File: src/rtl/stream_mux_n_to_1.sv
// Registered N:1 stream multiplexer; the grant is held until a beat with last is accepted.
// Define STREAM_MUX_ROUND_ROBIN_EN to replace fixed sel with round-robin arbitration.
module stream_mux_n_to_1 #(
  parameter int NUM_CH = 8,
  parameter int DATA_W = 8,
  localparam int SEL_W = $clog2(NUM_CH)
) (
  input  logic                     clk,
  input  logic                     rst_n,
  input  logic [NUM_CH*DATA_W-1:0] in_data,
  input  logic [NUM_CH-1:0]        in_valid,
  input  logic [NUM_CH-1:0]        in_last,
  output logic [NUM_CH-1:0]        in_ready,
  input  logic [SEL_W-1:0]         sel,
  output logic [DATA_W-1:0]        out_data,
  output logic                     out_valid,
  output logic                     out_last,
  input  logic                     out_ready,
  output logic                     busy,
  output logic [SEL_W-1:0]         cur_ch
);

  localparam int PAD_W = 2**SEL_W;

  typedef enum logic [0:0] {
    IDLE   = 1'b0,
    LOCKED = 1'b1
  } state_t;

  state_t              state_r;
  state_t              state_nxt_s;
  logic [SEL_W-1:0]    cur_ch_r;
  logic [SEL_W-1:0]    cand_s;
  logic                cand_ok_s;
  logic                accept_s;
  logic                slot_free_s;
  logic [PAD_W-1:0]    valid_pad_s;
  logic [PAD_W-1:0]    last_pad_s;
  logic [DATA_W-1:0]   ch_data_s [NUM_CH];
  logic [DATA_W-1:0]   out_data_r;
  logic                out_valid_r;
  logic                out_last_r;

  // Zero padding makes out-of-range sel values read as "not valid".
  assign valid_pad_s = PAD_W'(in_valid);
  assign last_pad_s  = PAD_W'(in_last);

  for (genvar c = 0; c < NUM_CH; c++) begin : g_split
    assign ch_data_s[c] = in_data[c*DATA_W +: DATA_W];
  end

`ifdef STREAM_MUX_ROUND_ROBIN_EN
  logic unused_sel_s;
  assign unused_sel_s = ^sel;

  // Round-robin candidate: first valid channel after the last grant.
  always_comb begin
    logic [SEL_W-1:0] rr_idx;
    logic             hit;
    cand_s    = cur_ch_r;
    cand_ok_s = 1'b0;
    rr_idx    = cur_ch_r;
    hit       = 1'b0;
    for (int k = 1; k <= NUM_CH; k++) begin
      rr_idx    = SEL_W'((int'(cur_ch_r) + k) % NUM_CH);
      hit       = valid_pad_s[rr_idx] && !cand_ok_s;
      cand_s    = hit ? rr_idx : cand_s;
      cand_ok_s = cand_ok_s || hit;
    end
  end
`else
  // Fixed-select candidate.
  always_comb begin
    cand_s    = sel;
    cand_ok_s = valid_pad_s[sel];
  end
`endif

  // Next-state, per-channel ready and accept decode.
  always_comb begin
    state_nxt_s = state_r;
    in_ready    = '0;
    accept_s    = 1'b0;
    slot_free_s = !out_valid_r || out_ready;
    case (state_r)
      IDLE: begin
        if (cand_ok_s) begin
          state_nxt_s = LOCKED;
        end else begin
          state_nxt_s = IDLE;
        end
      end
      LOCKED: begin
        in_ready[cur_ch_r] = slot_free_s;
        accept_s           = valid_pad_s[cur_ch_r] && slot_free_s;
        if (accept_s && last_pad_s[cur_ch_r]) begin
          state_nxt_s = IDLE;
        end else begin
          state_nxt_s = LOCKED;
        end
      end
      default: state_nxt_s = IDLE;
    endcase
  end

  // State and grant register; cur_ch reset makes the round-robin search start at channel 0.
  always_ff @(posedge clk or negedge rst_n) begin
    if (!rst_n) begin
      state_r  <= IDLE;
      cur_ch_r <= SEL_W'(NUM_CH - 1);
    end else begin
      state_r <= state_nxt_s;
      if (state_r == IDLE && cand_ok_s) begin
        cur_ch_r <= cand_s;
      end
    end
  end

  // Output register: load on accept, drain on downstream accept, otherwise hold.
  always_ff @(posedge clk or negedge rst_n) begin
    if (!rst_n) begin
      out_data_r  <= '0;
      out_valid_r <= 1'b0;
      out_last_r  <= 1'b0;
    end else if (accept_s) begin
      out_data_r  <= ch_data_s[cur_ch_r];
      out_last_r  <= last_pad_s[cur_ch_r];
      out_valid_r <= 1'b1;
    end else if (out_ready) begin
      out_valid_r <= 1'b0;
    end
  end

  assign out_data  = out_data_r;
  assign out_valid = out_valid_r;
  assign out_last  = out_last_r;
  assign busy      = (state_r == LOCKED);
  assign cur_ch    = cur_ch_r;

endmodule
File: config.mk
export PLATFORM = sky130hd
export DESIGN_NAME = stream_mux_n_to_1
export DESIGN_NICKNAME = d
export VERILOG_FILES = /design/src/rtl/stream_mux_n_to_1.sv
export SDC_FILE = /design/constraint.sdc
export NUM_CORES = 1
export LEC_CHECK = 0
export ABC_AREA = 1
export CAP_MARGIN = 10
export CORE_AREA = 4 4 94 52
export CTS_BUF_LIST = sky130_fd_sc_hd__clkbuf_2
export DETAILED_ROUTE_END_ITERATION = 8
export DIE_AREA = 0 0 98 56
export PLACE_DENSITY_LB_ADDON = 0.05
export SYNTH_ARGS = -nofsm -noshare
export SYNTH_HDL_FRONTEND = slang
export SYNTH_SLANG_ARGS = --single-unit
File: constraint.sdc
create_clock -name clk -period 2.5 [get_ports clk]
set_input_delay 0.5 -clock clk [delete_from_list [all_inputs] [get_ports clk]]
set_output_delay 0.5 -clock clk [all_outputs]
set_load 0.03 [all_outputs]
; ---- Word level (Yosys, flattened, before mapping)
; Index checks and enable logic that the tools add are counted.
; Widths: inputs -> output; s select.
[word_totals]
reg_bits = 14
out_inout_bits = 22
word_cells = 37
[classes]
n_lt_le_gt_ge = 4
mux = 18
bitwise_logic = 3
n_reduce_logical = 7
[op_table]
columns = cell, n
row1 = $bmux 8 s3, 1
row2 = $mux 8, 3
row3 = $bmux 1 s3, 3
row4 = $mux 1, 9
row5 = $and 8x8->8, 1
row6 = $lt 3x4->1 const B, 2
row7 = $ge 4x4->1 const B, 1
row8 = $logic_and 1x1->1, 4
row9 = $not 3->4, 1
row10 = $demux 1 s3, 1
row11 = $ge 3x1->1 const B, 1
row12 = $pmux 1 s2, 1
row13 = $reduce_bool 2->1, 1
row14 = $logic_not 1->1, 1
row15 = $logic_or 1x1->1, 1
row16 = $not 1->1, 1

; ---- Logic depth before layout (Yosys ltp)
; Gate-level depths: netlist of the first run.
[logic_depth]
ltp_word = 6
mapped_depth = 12
depth_no_buf = 10

; ---- Worst setup path before layout of the first run
; Ideal clock, no wire load.
[synth_path]
path_kind = reg-to-output
from = reg state_r (netlist: busy)
to = out in_ready[0]
t_arrival_ps = 1563
path_slack_ps = 437
stages_incl_launch_ff = 6
cell_sequence = dfrtp_1 -> inv_1 -> nor2_1 -> buf_2 -> nand2_1 -> nor2_1
[synth_via]
elab_chain_len = 1
[synth_lines]
columns = item, line_no
row1 = from (decl), 30  ; state_t state_r;
row2 = from (signal assigned), 112  ; state_r <= state_nxt_s;
row3 = $mux 8, 85  ; case (state_r)
row4 = to (decl), 13  ; output logic [NUM_CH-1:0] in_ready,
; No other way between the ends.

; ---- Final worst setup path of the first run
[layout_path]
from = reg cur_ch_r[1] (netlist: cur_ch[1])
to = out cur_ch[1]
[layout_lines]
columns = item, line_no
row1 = from (decl), 32  ; logic [SEL_W-1:0] cur_ch_r;
row2 = from (signal assigned), 110  ; cur_ch_r <= SEL_W'(NUM_CH - 1);
row3 = from (signal assigned), 114  ; cur_ch_r <= cand_s;
row4 = to (decl), 20  ; output logic [SEL_W-1:0] cur_ch
; No word-level cell between the ends.

==> results of run 1 <==
==> final cells by class <==
type                    count  area, µm²  share of cell area (%)
flip-flops and latches     14      354.1                   13.81
clock buffers               3      15.01                  0.5857
well taps                  57      71.32                   2.782
multi-input cells         248      998.5                   38.95
inverters                  14      55.05                   2.147
clock inverters             1      3.754                  0.1464
repair buffers            109       1066                   41.58
==> final timing paths <==
path	start	to	slack, ns	depth (start not counted)
hold / removal	out_data[0]	out_data[0]	0.49	2
hold reg to reg	out_data[0]	out_data[0]	0.49	2
setup / recovery	cur_ch[1]	cur_ch[1]	0.23	1
min in group asynchronous	rst_n	out_data[5]	0.59	1
setup reg to reg	cur_ch[1]	busy	0.60	8
max in group asynchronous	rst_n	out_data[0]	1.51	1
==> placed cells by master, fill, tap and decap left out <==
master / count
clkinv_1: 1
dfstp_2: 3
inv_1: 12
nand4_1: 3
nand3b_1: 1
clkdlybuf4s50_1: 99
inv_4: 1
o21ai_0: 11
clkbuf_2: 3
o21ai_1: 9
a21oi_1: 1
nand2_1: 152
dfrtp_1: 11
inv_2: 1
buf_4: 10
nand3_1: 20
nand2_2: 2
nor2_1: 49
==> cell families (layout without fill, tap and decap cells) <==
family | count (synthesis) | in the layout | share of synthesized area, %
and+or+nand+nor | 227 | 227 | 58.91
buffers and inverters | 29 | 127 | 10.81
AOI/OAI and AO/OA | 21 | 21 | 6.930
DFF | 14 | 14 | 23.35
==> power by group through the flow <==
stage / registers [mW] / clock network (mW) / logic [mW]
2_1_floorplan: 0.611 / 0 / 1.13
3_3_place_gp: 0.481 / 0 / 1.80
3_5_place_dp: 0.480 / 0 / 1.80
4_1_cts: 0.476 / 0.111 / 1.81
5_1_grt: 0.498 / 0.124 / 2.01
6_report: 0.474 / 0.107 / 1.79
==> layer usage <==
layer | share of wire (%) | up-vias | track usage, % | wire, µm
met4 | 0 | 0 | 1.183 | 0
li1 | - | 1096 | - | -
met5 | 0 | - | 0 | 0
met1 | 49 | 876 | 28.06 | 2626
met2 | 42 | 80 | 28.63 | 2264
met3 | 9.5 | 0 | 5.882 | 513
==> sequential cells by signal, summed over array words and instances (netlist names) <==
name	flops
out_data	8
cur_ch	3
busy	1
out_last	1
out_valid	1
==> results by group, run 1 <==
Final layout
  • Final net count: 476
  • Post-route cell area: 2564 µm²
  • Layout fillers: 420
  • Layout cells sized above 1: 5.141%
  • Syn-to-layout area delta: 69.06%
  • Finished Layout Cells: 446
  • Finished Core Util: 61.81%
  • N_diodes: 0

Setup path
  • Req. time, crit path: 2.00 ns
  • Crit-path slowest cell: dfstp_2
  • CP Class: flip-flop to output pin
  • Setup crit end kind: output pin
  • Largest stage delay, worst path: 0.76 ns
  • Crit path DAT: 1.77 ns
  • WP buf/inv: 1
  • Crit path launch type: flip-flop
  • Max FO, Critical Path: 17
  • Delay-heaviest family, CP: flip-flops
  • Critical path cell sequence: clkdlybuf4s50_1

Die
  • Site row count: 17
  • Chip width: 98 µm
  • Die area: 5488 µm²
  • Die Y: 56 µm
  • Total I/O pin count: 108
  • Starting Density: 36.56%
  • Core Footprint: 4148 µm²

Clock tree
  • Clock sink count: 14
  • Post-cts resize count: 0
  • Clk pin slew, worst setup/hold paths: 0.13 ns
  • TritonCTS clock tree: done
  • Post-CTS Setup Bufs: 0
  • H-tree depth: 1
  • CTS buffer count: 3
  • # hold bufs at CTS: 0
  • Deepest clock path buffer count: 2
  • CTS root buf: clkbuf_2
  • Clock Latency Late Sink: 0.27 ns

Pwr
  • Total power: 2.371 mW
  • Register share of total power: 20.0%
  • P_sw: 1.311 mW
  • P per Cell Area: 924.6 nW/µm²
  • Switch share: 55.29%
  • Leakage: 1.311 nW
  • Clk network pwr share: 4.5%
  • Internal Power: 1.060 mW
  • Logic pwr share: 75.5%
  • VDD IR max: 0.0006389 V

STA
  • Final hold vios: 0
  • Final worst path period share: 90.74%
  • Setup TNS: 0 ns
  • Hold Slack: 0.4939 ns
  • Final slew viol count: 0
  • Worst slew pin tran: 0.6204 ns
  • Endpoints failing setup: 0
  • Slew headroom: 58.51%
  • Final WS setup: 0.2315 ns
  • RSZ-0062 raised after global routing: no
  • Setup Skew: 0.001971 ns
  • Max Fclk: 440.8 MHz
  • Fin crit period: 2.269 ns

Place
  • Buffers on Ports: 107
  • Placed insts: 442
  • DP Wirelength: 4305 µm
  • Placed Instance Area: 2545 µm²
  • GPL Wtd Cong: 0.8484
  • Setup WS pre-CTS: 0.3240 ns

Synth
  • Post-Synthesis Cell Area: 1516 µm²
  • Syn nets: 377
  • Total number of yosys warnings: 0
  • Syn_area_per_cell: 5.211 µm²
  • Top FF cell, synth: dfrtp_1
  • Post-synth top area share: 37.62%
  • Number of flops mapped to enable cells by yosys: 0
  • Synth Instances: 291
  • Number of synthesized register bits: 14
  • Synth top cells by count: nand2_1, nor2_1, nand3_1
  • Top-count cell post-synth: nand2_1
  • Top cells by area, synth: nand2_1, dfrtp_1, nor2_1, nand3_1, dfstp_2
  • Post-synthesis sequential area ratio: 23.35%
  • Biggest area consumer among synthesized cells: nand2_1
  • Netlist cell types: 19
  • Post-synth ARST share: 100.0%

Outcome
  • Status: completed

Detailed routing
  • Final wirelength: 5405 µm
  • Drc violations: 0
  • Total number of vias: 2,052
  • Initial DRC count: 80
  • DR WL/cell: 12.12 µm
  • First-pass DRT Iterations: 4
  • Vias per inst: 4.601
  • Post-route ant nets: 0

Global route
  • First-pass GRT wire length: 8866 µm
  • Gr usage total: 19.14%
  • Initial antenna violation count: 0
  • Vias in the first global route: 1,854
  • Largest net degree at the start of global routing: 42
  • GR Overflow Total: 0

Job
  • Max cap viols: 0

Worst hold path
  • Hold Path Class: flip-flop to flip-flop
Note: power is estimated with default switching activity, not from simulation.
==> inputs of run 2 (changes only) <==
Settings changed: PLACE_DENSITY set to 0.89, PLACE_DENSITY_LB_ADDON 0.05 to unset.
==> run 2 against run 1 <==
Effect of this change: wire length up 8.5%; critical endpoint is now in_ready[6]; sequential power about the same; register-to-register slack worse by 0.04 ns; clock skew up 0.026 ns; critical path type unchanged; design area up 0.34%; highest routed layer is now met4; via count up 4.2%; flip-flop and latch count unchanged; clock power up 13%.
==> results by group, run 2 (synthesis gave the netlist of run 1 again) <==
STA
  • Final hold vios: 0 (unchanged)
  • Worst slew pin tran: 0.6250 ns (+0.004648 ns)
  • Setup Skew: 0.02796 ns (+0.02599 ns)
  • Endpoints failing setup: 0 (unchanged)
  • Max Fclk: 434.5 MHz (-1.4%)
  • Setup TNS: 0 ns (unchanged)
  • RSZ-0062 raised after global routing: no
  • Slew headroom: 58.20% (-0.31 points)
  • Final worst path period share: 92.06% (+1.3 points)
  • Fin crit period: 2.301 ns (+0.03291 ns)
  • Final slew viol count: 0 (unchanged)

Final layout
  • Multi-input gate area: 998.5 µm² (unchanged)
  • Final net count: 477 (+0.21%)
  • Max reg flops: 8 (unchanged)
  • Syn-to-layout area delta: 69.64%
  • Layout fillers: 394 (-6.2%)
  • FF/Latch Area: 354.1 µm² (unchanged)
  • N_diodes: 0 (unchanged)
  • Most frequent cells in the layout: nand2_1, clkdlybuf4s50_1, nor2_1
  • Most common cell after layout, fill and taps aside: nand2_1
  • Finished Core Util: 62.02% (+0.21 points)
  • Layout cells sized above 1: 5.641% (+0.50 points)

Setup path
  • Delay-heaviest family, CP: flip-flops
  • Crit-path slowest cell: dfstp_2
  • Crit path launch type: flip-flop
  • Setup crit end kind: output pin
  • Max FO, Critical Path: 17 (unchanged)
  • Reg2reg end: busy
  • CP Depth: 3 (+2)
  • Req. time, crit path: 2.00 ns (about the same)
  • Crit path DAT: 1.80 ns (+0.03 ns)
  • WP buf/inv: 1 (unchanged)
  • CP Launch Point: cur_ch[1]
  • Reg2reg start: cur_ch[1]
  • Worst Reg2Reg Path Length in Cells: 8 (unchanged)
  • Worst Setup EP: in_ready[6]
  • Largest stage delay, worst path: 0.77 ns (about the same)
  • Reg2reg setup slack: 0.56 ns (-0.04 ns)
  • Critical path cell sequence: nand2_1 -> nor2_1 -> buf_4
  • CP Class: flip-flop to output pin

Global route
  • First-pass GRT wire length: 9418 µm (+6.2%)
  • GR Overflow Total: 0 (unchanged)
  • Vias in the first global route: 1,980 (+6.8%)
  • Initial antenna violation count: 0 (unchanged)
  • Gr usage total: 20.70% (+1.6 points)
  • Largest net degree at the start of global routing: 42 (unchanged)

Clock tree
  • Clock Latency Late Sink: 0.30 ns (+0.03 ns)
  • CTS buffer count: 3 (unchanged)
  • CTS root buf: clkbuf_2
  • # hold bufs at CTS: 0 (unchanged)
  • Post-CTS Setup Bufs: 0 (unchanged)
  • Clk pin slew, worst setup/hold paths: 0.12 ns (about the same)
  • Deepest clock path buffer count: 2 (unchanged)
  • Clock sink count: 14 (unchanged)
  • Post-cts resize count: 0 (unchanged)
  • TritonCTS clock tree: done
  • H-tree depth: 1 (unchanged)

Place
  • Buffers on Ports: 107 (unchanged)
  • GPL Wtd Cong: 0.9215 (+8.6%)
  • DP Wirelength: 4590 µm (+6.6%)

Die
  • Starting Density: 36.56% (unchanged)
  • Site row count: 17 (unchanged)
  • Die Y: 56 µm (unchanged)
  • Core Footprint: 4148 µm² (unchanged)
  • Chip width: 98 µm (unchanged)
  • Die area: 5488 µm² (unchanged)
  • Total I/O pin count: 108 (unchanged)

Pwr
  • Logic pwr share: 75.7% (+0.2 points)
  • Leakage: 1.318 nW (+0.58%)
  • P per Cell Area: 945.0 nW/µm² (+2.2%)
  • Switch share: 55.71% (+0.42 points)
  • Clk network pwr share: 5.0% (+0.5 points)
  • Internal Power: 1.077 mW (+1.6%)
  • P_sw: 1.354 mW (+3.3%)
  • VDD IR max: 0.0006041 V (-5.5%)
  • Register share of total power: 19.4% (-0.6 points)

Job
  • Max cap viols: 0 (unchanged)

Detailed routing
  • Initial DRC count: 98 (+23%)
  • Drc violations: 0 (unchanged)
  • Vias per inst: 4.785 (+4.0%)
  • Total number of vias: 2,139 (+4.2%)
  • Final wirelength: 5864 µm (+8.5%)
  • DR WL/cell: 13.12 µm (+8.2%)
  • First-pass DRT Iterations: 4 (unchanged)
  • Post-route ant nets: 0 (unchanged)

Outcome
  • Status: completed

Worst hold path
  • Hold Path Class: flip-flop to flip-flop
==> run 2: cell types whose count changed in the layout (fill, tap and decap cells not counted) <==
cell	change
clkinv_1	-1
buf_4	+1
clkbuf_2	+1
==> run 2: power groups by stage <==
stage | sequential (mW) | clock (mW) | combinational (mW)
after floorplan | 0.611 | 0 | 1.13
after global placement | 0.470 | 0 | 1.81
after detailed placement | 0.474 | 0 | 1.84
after CTS | 0.469 | 0.119 | 1.85
after global routing | 0.490 | 0.133 | 2.04
final | 0.471 | 0.121 | 1.84
==> run 2: layout make-up <==
class                           count  area share (%)
Clock buffer                        4          0.7782
Inverter                           14           2.140
Multi-Input combinational cell    248           38.81
Sequential cell                    14           13.76
Tap cell                           57           2.772
Timing Repair Buffer              110           41.73
==> run 2: per-layer routing <==
metal,global-route usage (%),vias to the layer above,part of all wire (%),wire [µm]
li1,-,1093,-,-
met1,27.66,956,44,2554
met2,34.91,86,47,2730
met3,4.380,4,9.3,544
met4,3.353,0,0.61,36
met5,0,-,0,0
==> run 2: stage by stage <==
stage / total power, mW / instances / hold WS (ns) / cell area [µm²] / setup WS [ns]
3_3_place_gp: 2.283 / 443 / 0.4570 / 2552 / 0.2466
5_1_grt: 2.663 / 447 / 0.5210 / 2572 / 0.04992
3_5_place_dp: 2.316 / 443 / 0.4655 / 2552 / 0.2402
6_report: 2.431 / 447 / 0.4903 / 2572 / 0.1986
2_1_floorplan: 1.741 / 291 / 0.2044 / 1516 / 0.4367
4_1_cts: 2.436 / 447 / 0.4975 / 2572 / 0.2121
==> run 2: tightest hold or removal path: stages, from the launching register on <==
cell	delay, ns
dfrtp_1	0.37
nand2_1	0.05
nand2_1	0.05
==> run 2: worst min path at each step <==
stage	start	to	slack (ns)	cells past startpoint
4_1_cts	out_last	out_last	0.50	2
6_report	out_last	out_last	0.49	2
2_1_floorplan	rst_n	busy	0.20	0
3_3_place_gp	out_last	out_last	0.46	2
5_1_grt	out_last	out_last	0.52	2
3_5_place_dp	out_data[5]	out_data[5]	0.47	2
